--- src/rtl/rsa_pkg.sv ---
// rtl/rsa_pkg.sv - shared types and timing helpers for the RSA decryption ladder
package rsa_pkg;

    // Controller phases of one decryption
    typedef enum logic [1:0] {
        IDLE,
        REDUCE,
        LADDER,
        FINISH
    } state_e;

    // Cycles taken by one modular multiplication: launch + one per multiplier bit
    function automatic int op_cycles(input int width);
        return 2 * width + 1;
    endfunction

    // Start-accept to done: one reduction plus one op per exponent bit, plus FINISH
    function automatic int lat_cycles(input int width);
        return op_cycles(width) * (2 * width + 1) + 1;
    endfunction

    // Bits needed to index every exponent bit during the ladder
    function automatic int step_bits(input int width);
        return $clog2(2 * width);
    endfunction

    localparam int DEFAULT_WIDTH = 8;
    localparam int OP            = op_cycles(DEFAULT_WIDTH);
    localparam int LAT           = lat_cycles(DEFAULT_WIDTH);

endpackage

--- src/rtl/rsa_modmul.sv ---
// rtl/rsa_modmul.sv - fixed-latency interleaved shift-add modular multiplier
module rsa_modmul #(
    parameter int WIDTH = 8
) (
    input  logic                 clk,
    input  logic                 rst,
    input  logic                 go,
    input  logic [2*WIDTH-1:0]   a,
    input  logic [2*WIDTH-1:0]   b,
    input  logic [2*WIDTH-1:0]   n,
    output logic [2*WIDTH-1:0]   res,
    output logic                 res_valid
);

    localparam int NB = 2 * WIDTH;
    // Two extra bits so 2*acc + a (< 3n) never wraps
    localparam int AW = NB + 2;
    localparam int CW = $clog2(NB + 1);

    logic [NB-1:0] a_q, a_d;
    logic [NB-1:0] b_q, b_d;
    logic [NB-1:0] n_q, n_d;
    logic [AW-1:0] acc_q, acc_d;
    logic [CW-1:0] cnt_q, cnt_d;
    logic          busy_q, busy_d;
    logic [NB-1:0] res_q, res_d;
    logic          res_valid_q, res_valid_d;
    logic [AW-1:0] acc_nx;
    logic [AW-1:0] nx;

    // One MSB-first iteration: double, add a on a set bit, fold back below n twice
    always_comb begin
        nx     = {2'b00, n_q};
        acc_nx = (acc_q << 1) + (b_q[NB-1] ? {2'b00, a_q} : '0);
        if (acc_nx >= nx) begin
            acc_nx = acc_nx - nx;
        end
        if (acc_nx >= nx) begin
            acc_nx = acc_nx - nx;
        end
    end

    // Operand capture on go, then exactly NB iterations with no data-dependent exit
    always_comb begin
        a_d         = a_q;
        b_d         = b_q;
        n_d         = n_q;
        acc_d       = acc_q;
        cnt_d       = cnt_q;
        busy_d      = busy_q;
        res_d       = res_q;
        res_valid_d = 1'b0;
        if (go) begin
            a_d    = a;
            b_d    = b;
            n_d    = n;
            acc_d  = '0;
            cnt_d  = CW'(NB);
            busy_d = 1'b1;
        end else if (busy_q) begin
            acc_d = acc_nx;
            b_d   = b_q << 1;
            cnt_d = cnt_q - 1'b1;
            if (cnt_q == CW'(1)) begin
                busy_d      = 1'b0;
                res_d       = acc_nx[NB-1:0];
                res_valid_d = 1'b1;
            end
        end
    end

    // State registers
    always_ff @(posedge clk) begin
        if (rst) begin
            a_q         <= '0;
            b_q         <= '0;
            n_q         <= '0;
            acc_q       <= '0;
            cnt_q       <= '0;
            busy_q      <= 1'b0;
            res_q       <= '0;
            res_valid_q <= 1'b0;
        end else begin
            a_q         <= a_d;
            b_q         <= b_d;
            n_q         <= n_d;
            acc_q       <= acc_d;
            cnt_q       <= cnt_d;
            busy_q      <= busy_d;
            res_q       <= res_d;
            res_valid_q <= res_valid_d;
        end
    end

    assign res       = res_q;
    assign res_valid = res_valid_q;

endmodule

--- src/rtl/rsa_decrypt_ladder.sv ---
// rtl/rsa_decrypt_ladder.sv - constant-time m = c^d mod n via Montgomery ladder
module rsa_decrypt_ladder
    import rsa_pkg::*;
#(
    parameter int WIDTH = 8
) (
    input  logic                 clk,
    input  logic                 rst,
    input  logic                 start,
    input  logic [2*WIDTH-1:0]   c,
    input  logic [2*WIDTH-1:0]   d,
    input  logic [2*WIDTH-1:0]   n,
    output logic                 ready,
    output logic                 done,
    output logic [2*WIDTH-1:0]   m_out,
    output logic                 err
);

    localparam int NB = 2 * WIDTH;
    localparam int SW = step_bits(WIDTH);

    state_e        state_q, state_d;
    logic [NB-1:0] c_q, c_d;
    logic [NB-1:0] d_q, d_d;
    logic [NB-1:0] n_q, n_d;
    logic [NB-1:0] r0_q, r0_d;
    logic [NB-1:0] r1_q, r1_d;
    logic [SW-1:0] step_q, step_d;
    logic          launch_q, launch_d;
    logic [NB-1:0] m_out_q, m_out_d;
    logic          err_q, err_d;

    logic          go0, go1;
    logic [NB-1:0] a0, b0, a1, b1;
    logic [NB-1:0] res0, res1;
    logic          rv0, rv1;
    logic          issue;
    logic [NB-1:0] one_mod;

    // Instance 0 does the initial reduction and the R0*R1 cross product
    rsa_modmul #(.WIDTH(WIDTH)) u_mm0 (
        .clk       (clk),
        .rst       (rst),
        .go        (go0),
        .a         (a0),
        .b         (b0),
        .n         (n_q),
        .res       (res0),
        .res_valid (rv0)
    );

    // Instance 1 squares whichever register the exponent bit selects
    rsa_modmul #(.WIDTH(WIDTH)) u_mm1 (
        .clk       (clk),
        .rst       (rst),
        .go        (go1),
        .a         (a1),
        .b         (b1),
        .n         (n_q),
        .res       (res1),
        .res_valid (rv1)
    );

    // Sequencing and ladder register updates; the next op launches in the
    // same cycle a result lands, fed from the updated values, so every step
    // costs exactly one multiplier period regardless of the data
    always_comb begin
        state_d  = state_q;
        c_d      = c_q;
        d_d      = d_q;
        n_d      = n_q;
        r0_d     = r0_q;
        r1_d     = r1_q;
        step_d   = step_q;
        launch_d = 1'b0;
        m_out_d  = m_out_q;
        err_d    = err_q;
        go0      = 1'b0;
        go1      = 1'b0;
        a0       = '0;
        b0       = '0;
        a1       = '0;
        b1       = '0;
        issue    = 1'b0;
        one_mod  = (n_q == NB'(1)) ? '0 : NB'(1);

        case (state_q)
            IDLE: begin
                if (start) begin
                    c_d      = c;
                    d_d      = d;
                    n_d      = n;
                    launch_d = 1'b1;
                    state_d  = REDUCE;
                end
            end
            REDUCE: begin
                if (launch_q) begin
                    go0 = 1'b1;
                    a0  = NB'(1);
                    b0  = c_q;
                end else if (rv0) begin
                    r0_d    = one_mod;
                    r1_d    = res0;
                    step_d  = SW'(NB - 1);
                    state_d = LADDER;
                    issue   = 1'b1;
                end
            end
            LADDER: begin
                if (rv0 && rv1) begin
                    if (d_q[step_q]) begin
                        r0_d = res0;
                        r1_d = res1;
                    end else begin
                        r0_d = res1;
                        r1_d = res0;
                    end
                    if (step_q == '0) begin
                        state_d = FINISH;
                        m_out_d = (n_q == '0) ? '0 : r0_d;
                        err_d   = (n_q == '0);
                    end else begin
                        step_d = step_q - 1'b1;
                        issue  = 1'b1;
                    end
                end
            end
            FINISH: begin
                state_d = IDLE;
            end
            default: begin
                state_d = IDLE;
            end
        endcase

        if (issue) begin
            go0 = 1'b1;
            go1 = 1'b1;
            a0  = r0_d;
            b0  = r1_d;
            a1  = d_q[step_d] ? r1_d : r0_d;
            b1  = a1;
        end
    end

    // State and datapath registers
    always_ff @(posedge clk) begin
        if (rst) begin
            state_q  <= IDLE;
            c_q      <= '0;
            d_q      <= '0;
            n_q      <= '0;
            r0_q     <= '0;
            r1_q     <= '0;
            step_q   <= '0;
            launch_q <= 1'b0;
            m_out_q  <= '0;
            err_q    <= 1'b0;
        end else begin
            state_q  <= state_d;
            c_q      <= c_d;
            d_q      <= d_d;
            n_q      <= n_d;
            r0_q     <= r0_d;
            r1_q     <= r1_d;
            step_q   <= step_d;
            launch_q <= launch_d;
            m_out_q  <= m_out_d;
            err_q    <= err_d;
        end
    end

    assign ready = (state_q == IDLE);
    assign done  = (state_q == FINISH);
    assign m_out = m_out_q;
    assign err   = err_q;

endmodule
--- config.mk ---
export PLATFORM = sky130hd
export DESIGN_NAME = rsa_decrypt_ladder
export DESIGN_NICKNAME = d
export VERILOG_FILES = /design/src/rtl/rsa_pkg.sv /design/src/rtl/rsa_modmul.sv /design/src/rtl/rsa_decrypt_ladder.sv
export SDC_FILE = /design/constraint.sdc
export NUM_CORES = 1
export LEC_CHECK = 0
export ABC_AREA = 1
export CAP_MARGIN = 40
export CELL_PAD_IN_SITES_DETAIL_PLACEMENT = 0
export CELL_PAD_IN_SITES_GLOBAL_PLACEMENT = 1
export CORE_MARGIN = 2
export CORE_UTILIZATION = 48
export CTS_CLUSTER_SIZE = 16
export DETAILED_ROUTE_END_ITERATION = 10
export GPL_TIMING_DRIVEN = 0
export PLACE_DENSITY = 0.87
export SYNTH_ARGS = -nofsm -noshare
export SYNTH_HDL_FRONTEND = slang
export SYNTH_SLANG_ARGS = --single-unit
--- constraint.sdc ---
create_clock -name clk -period 14.59 [get_ports clk]
set_input_delay 2.918 -clock clk [delete_from_list [all_inputs] [get_ports clk]]
set_output_delay 2.918 -clock clk [all_outputs]
set_load 0.005 [all_outputs]
# Word level (Yosys, flattened, before mapping)
# Cells that the tools add are included.
[word_totals] output_inout_bits=19 inputBits=51 register_bits=280 elab_cells=142 latch_bits=0 mem_count=0 rom_bits=0 ram_bits=0
[op_classes] eq_ne=11 order_cmp=6 mux=67 shift=0 bitwise_logic=5 reduce_logical=16 div=0 mul=0 addsub=9
[ops] op="2-to-1 mux 16 bit" count=21
[ops] op="greater-or-equal comparator 18 x 16 -> 1 bit" count=4
[ops] op="case mux 16 bit (2 select lines)" count=2
[ops] op="adder 18 x 16 -> 18 bit" count=2
[ops] op="2-to-1 mux 18 bit" count=2
[ops] op="subtractor 18 x 16 -> 18 bit" count=2
[ops] op="2-to-1 mux 17 bit" count=2
[ops] op="subtractor 17 x 16 -> 17 bit" count=2
[ops] op="2-to-1 mux 1 bit" count=22
[ops] op="2-to-1 mux 5 bit" count=4
[ops] op="equality test 16 x 1 -> 1 bit, second input constant" count=1
[ops] op="logical NOT 16 bit" count=1
[ops] op="2-to-1 mux 4 bit" count=4
[ops] op="equality test 5 x 1 -> 1 bit, second input constant" count=2
[ops] op="< comparator 4 x 5 -> 1 bit, second input constant" count=2
[ops] op="2-to-1 mux 2 bit" count=5
[ops] op="subtractor 5 x 1 -> 5 bit, second input constant" count=2
[ops] op="AND reduction 3 bit" count=3
[ops] op="binary-select mux 1 bit (select 4 bit)" count=2
[ops] op="!= test 2 bit, second input constant" count=4
[ops] op="case mux 2 bit (4 select lines)" count=1
[ops] op="case mux 4 bit (2 select lines)" count=1
[ops] op="OR reduction 2 bit" count=3
[ops] op="OR reduction 3 bit" count=2
[ops] op="other kinds (12)" count=18

# Longest topological paths before layout
[logic_depth] ltp_word=9 ltp_mapped=44 ltp_nobuf=40

# Hierarchy
# From an unflattened synthesis, not the netlist that was laid out.
[unflattened] cells_unflattened=3043 hier_area_um2=19334.8
[modules_own_cells] module="rsa_modmul (u_mm0)" cells_per_inst=1075 instances=1 area_per_inst_um2=6861.6 seq_area_each_um2=1761.7
[modules_own_cells] module="rsa_modmul (u_mm1)" cells_per_inst=1000 instances=1 area_per_inst_um2=6452.4 seq_area_each_um2=1761.7
[modules_own_cells] module="rsa_decrypt_ladder" cells_per_inst=968 instances=1 area_per_inst_um2=6020.8 seq_area_each_um2=2082.0

# Least setup slack after synthesis
# No wires, ideal clock.
[synth_path] kind="reg-to-reg" startpoint="register u_mm1.b_q[15]" endpoint="register u_mm1.res_q[14] (netlist: u_mm1.res[14])" synth_period_minus_slack_ps=5459 setup_slack_ps=9131 path_stages_with_launch=37 arrival_ps=5403 path_cell_list="dfxtp_1 clkbuf_1 clkbuf_1 nand2_1 inv_1 ha_1 fa_1 nand3_1 nand2_1 nand2_1 nand3_2 xor2_1 ha_1 buf_2 a21oi_1 o21ai_1 a21oi_1 nand2_1 nand2_1 nand3_1 nor2_2 buf_4 nand3_1 nand2_1 inv_1 ha_1 fa_1 o21ai_0 a21oi_1 o21ai_0 a21boi_0 o21ai_0 xor2_1 nand2_2 nand3_1 nand2_1 inv_1"
[synth_via] elab_chain_len=6
[synth_rtl] element="start, declared" line="rsa_modmul.sv:21" source="logic [NB-1:0] b_q, b_d;"
[synth_rtl] element="start signal, assigned" line="rsa_modmul.sv:76" source="b_q <= '0;"
[synth_rtl] element="start signal, assigned" line="rsa_modmul.sv:85" source="b_q <= b_d;"
[synth_rtl] element="2-to-1 mux 16 bit (*)" line="rsa_modmul.sv:34" source="acc_nx = (acc_q << 1) + (b_q[NB-1] ? {2'b00, a_q} : '0);"
[synth_rtl] element="adder 18 x 16 -> 18 bit (*)" line="rsa_modmul.sv:34"
[synth_rtl] element="subtractor 18 x 16 -> 18 bit or greater-or-equal comparator 18 x 16 -> 1 bit (tied branches)" line="rsa_modmul.sv:36, rsa_modmul.sv:35"
[synth_rtl] element="2-to-1 mux 18 bit (*)" line="rsa_modmul.sv:35" source="if (acc_nx >= nx) begin"
[synth_rtl] element="subtractor 17 x 16 -> 17 bit or greater-or-equal comparator 18 x 16 -> 1 bit (tied branches)" line="rsa_modmul.sv:39, rsa_modmul.sv:38"
[synth_rtl] element="2-to-1 mux 17 bit (*)" line="rsa_modmul.sv:38" source="if (acc_nx >= nx) begin"
[synth_rtl] element="end signal, assigned" line="rsa_modmul.sv:90" source="res_q <= res_d;"
[synth_rtl] element="end, declared" line="rsa_modmul.sv:26" source="logic [NB-1:0] res_q, res_d;"
# Every way passes the cells marked *; elsewhere a longest branch is shown, timed or not.
# A chain may end at the register's enable or synchronous reset.

# Final worst setup path
# Same ends and word-level chain as after synthesis.

==> flow_summary.yaml <==
die:
  rows: 70
  dieHeight_microns: 198
  start_util_pct: 48.9
  io_pins: 70
  dieWidth_microns: 198
  dieArea_sq_um: 39000
  core_area_sq_um: 36800
logic_synthesis:
  synth-seq-cells: 280
  synth_edf_count: 0
  netlist_instances: 2720
  synthesis.area_sq_um: 18000
  synthesis.nets: 2880
  syn_area_per_cell_sq_um: 6.61
  synth_seq_area_share_pct: 31.2
  synth-main-ff-cell: "dfxtp_1"
  yosys_warnings: 0
  synthArstFlopShare_pct: 0
  synth.distinct_cells: 53
routing:
  drcViolationCount: 0
  drtIter0Drc: 1291
  vias: 18600
  first_pass_iters: 5
  wl_microns: 64100
  wl_per_cell_microns: 19.3
  vias_per_cell: 5.60
  postRouteAntennaNets: 0
power:
  swShare_pct: 47.2
  switching_power_w: 0.00191
  p_leak_nw: 9.84
  p_int_w: 0.00213
  pwr-share-comb_pct: 56.5
  pwr-share-clk_pct: 21.8
  seqPwrFrac_pct: 21.7
  p_per_area_nw_per_um2: 198
  ir_drop_mv: 0.171
  power_w: 0.00404
placed_design:
  place_area_sq_um: 19300
  dpl.cell_count: 3257
  gp_congestion: 0.985
  port-buffer-count: 68
  dpl.hpwl_microns: 51900
layout:
  final_cell_area_sq_um: 20400
  multi_input_area_sq_um: 10500
  drive_above_1_share_pct: 4.95
  final-seq-area_sq_um: 5610
  nets: 2985
  largestRegisters: "u_mm0.acc_q (17), u_mm1.acc_q (17)"
  diodes: 0
  area_growth_pct: 13.4
  stdcell_count: 3315
  fillers: 3795
sta:
  hold_viol: 0
  fin_crit_sh_pct: 48.6
  setup_viol: 0
  fmax_mhz: 141
  finalClockSkew_ns: 0.0172
  worst_slew_pin_slew_ns: 0.961
  min_period_ns: 7.09
  rsz0062_at_grt: "no"
  tns_ns: 0
  slew_headroom_pct: 35.9
  slew_violations: 0
grt:
  antenna_found_initial: 0
  grt_max_degree: 14
  grtUsageTotal_pct: 32.9
  grt_pass1_wl_microns: 97900
  grt_pass1_vias: 17500
  grt_overflow: 0
hold_path:
  min_from: "c_q[0]"
  whs_path_depth: 2
  hold_class: "register to register"
  min_to: "c_q[0]"
worst_setup_path:
  cpPeakStageDelay_ns: 0.45
  cpMostUsedCell: "nand2_1"
  rr_startpoint: "u_mm1.b_q[15]"
  cp-start-kind: "register"
  arrival_ns: 7.58
  worst_path_max_delay_cell: "xor2_1"
  critPathMaxFanout: 10
  path_class: "register to register"
  endpoint_kind: "register"
  required_ns: 15.08
  rrSetupSlack_ns: 7.50
  r2r_end: "u_mm1.res[14]"
  crit_start: "u_mm1.b_q[15]"
  reg2regPathDepth: 36
clocking:
  cts.sinks: 280
  numCtsBuffers: 34
  cts-htree-levels: 2
  cts_hold_buf: 0
  insertion_delay_ns: 0.55
  post_cts_buffers: 0
  cts.path.max_buffers: 3
  tritoncts: "built"
  cts_root_buf: "clkbuf_16"
  clk_pin_slew_ns: 0.06
  cts_resized: 0
run_status:
  status: "finished clean"
job:
  drv_cap: 0
-- cell type report --
class,instances,share of cell area (%)
multi-input cells,1973,51.6
flip-flops and latches,280,27.5
inverters,355,6.53
clock buffers,47,4.86
repair buffers,69,3.39
well taps,468,2.87
plain buffers,112,2.50
clock inverters,11,0.730
-- metal layers --
metal,global-route usage [%],up-vias,routed length (microns)
met2,57.1,525,30700
met1,41.3,8763,27300
li1,-,9156,-
met5,0,-,0
met4,13.3,0,2440
met3,4.37,108,3640
-- cells in the final DEF (no fill, tap or decap), types with 8 or more instances in the layout --
master and instances:
clkbuf_16 35, dfxtp_1 280, nor2_1 242, clkbuf_1 76, xor2_1 49, o21ai_0 187
clkdlybuf4s50_1 68, a21o_1 10, a22o_1 15, xnor2_1 34, a22oi_1 15, a31oi_1 13
nand4_1 10, o21ai_1 26, nand2_1 593, a221oi_1 10, nand3_1 303, buf_6 8
o22ai_1 17, o21a_1 13, buf_2 21, a21oi_1 227, nand2_2 17, ha_1 103
buf_1 10, inv_1 343, o211ai_1 8, nor3_1 12
-- power by group through the flow --
stage                     Clock, W  Combinational (W)  Sequential [W]
final                     0.000880            0.00228        0.000878
after global routing      0.000914            0.00256        0.000885
after CTS                 0.000888            0.00225        0.000877
after detailed placement         0            0.00223        0.000893
after global placement           0            0.00221        0.000891
after floorplan                  0            0.00170        0.000880
-- kinds of logic (layout without fill, tap and decap cells) --
kind of cell    Yosys count  after routing  share of synthesized area, %
compound gates          561            561                          17.4
flops                   280            280                          31.2
fa+ha+maj               109            109                          7.84
buf+inv                 467            594                          10.2
simple gates           1220           1220                          29.3
xor+xnor                 83             83                          4.04
-- how the worst max path moves through the flow --
stage / endpoint / depth (start not counted)
5_1_grt: u_mm0.res[12] / 43
3_3_place_gp: u_mm1.res[14] / 36
3_5_place_dp: u_mm1.res[14] / 36
2_1_floorplan: u_mm1.res[14] / 36
6_report: u_mm1.res[14] / 36
4_1_cts: u_mm1.res[14] / 36
-- synth_stat cells, types with 4 or more instances --
cell      number  area share, %
fa_1           6           0.67
inv_2          7           0.15
a221oi_1      10           0.49
nand2_1      593             12
a21o_1        10           0.42
dfxtp_1      280             31
nor4_1         7           0.24
nand3b_1       7           0.29
o21ai_1       26           0.72
clkbuf_1      71            1.5
nor2_1       242            5.1
nor3_1        12           0.33
a22oi_1       15           0.63
o21bai_1       5           0.21
o21a_1        13           0.54
inv_1        343            7.2
nand3_1      303            8.4
nor2_2         4           0.14
nand2_4        7           0.44
nand3_2        7           0.39
clkinv_1       5           0.10
buf_1         10           0.21
buf_2         21           0.58
a31oi_1       13           0.45
nand2_2       17           0.59
o211ai_1       8           0.33
a22o_1        15           0.73
a21oi_1      227            6.3
o21ai_0      187            5.2
ha_1         103            7.2
xor2_1        49            2.4
xnor2_1       34            1.7
o22ai_1       17           0.59
nand4_1       10           0.35
buf_6          7           0.44
-- worst max-delay path, delay by kind of cell (launching register included) --
kind | cells | cell delay, ns
compound gates | 8 | 1.78
simple gates | 14 | 1.56
fa+ha+maj | 5 | 1.40
buf+inv | 7 | 1.30
xor+xnor | 2 | 0.67
flops | 1 | 0.30
-- metrics by stage --
step                hold WS [ns]  setup slack (ns)  utilization, %
global route               0.478              7.04            55.5
detailed placement         0.442              7.69            52.4
CTS                        0.453              7.65            55.5
finish                     0.456              7.50            55.5
floorplan                  0.424              9.13               -
global placement           0.437              7.71            52.3
Note: power is estimated with default switching activity, not from simulation.
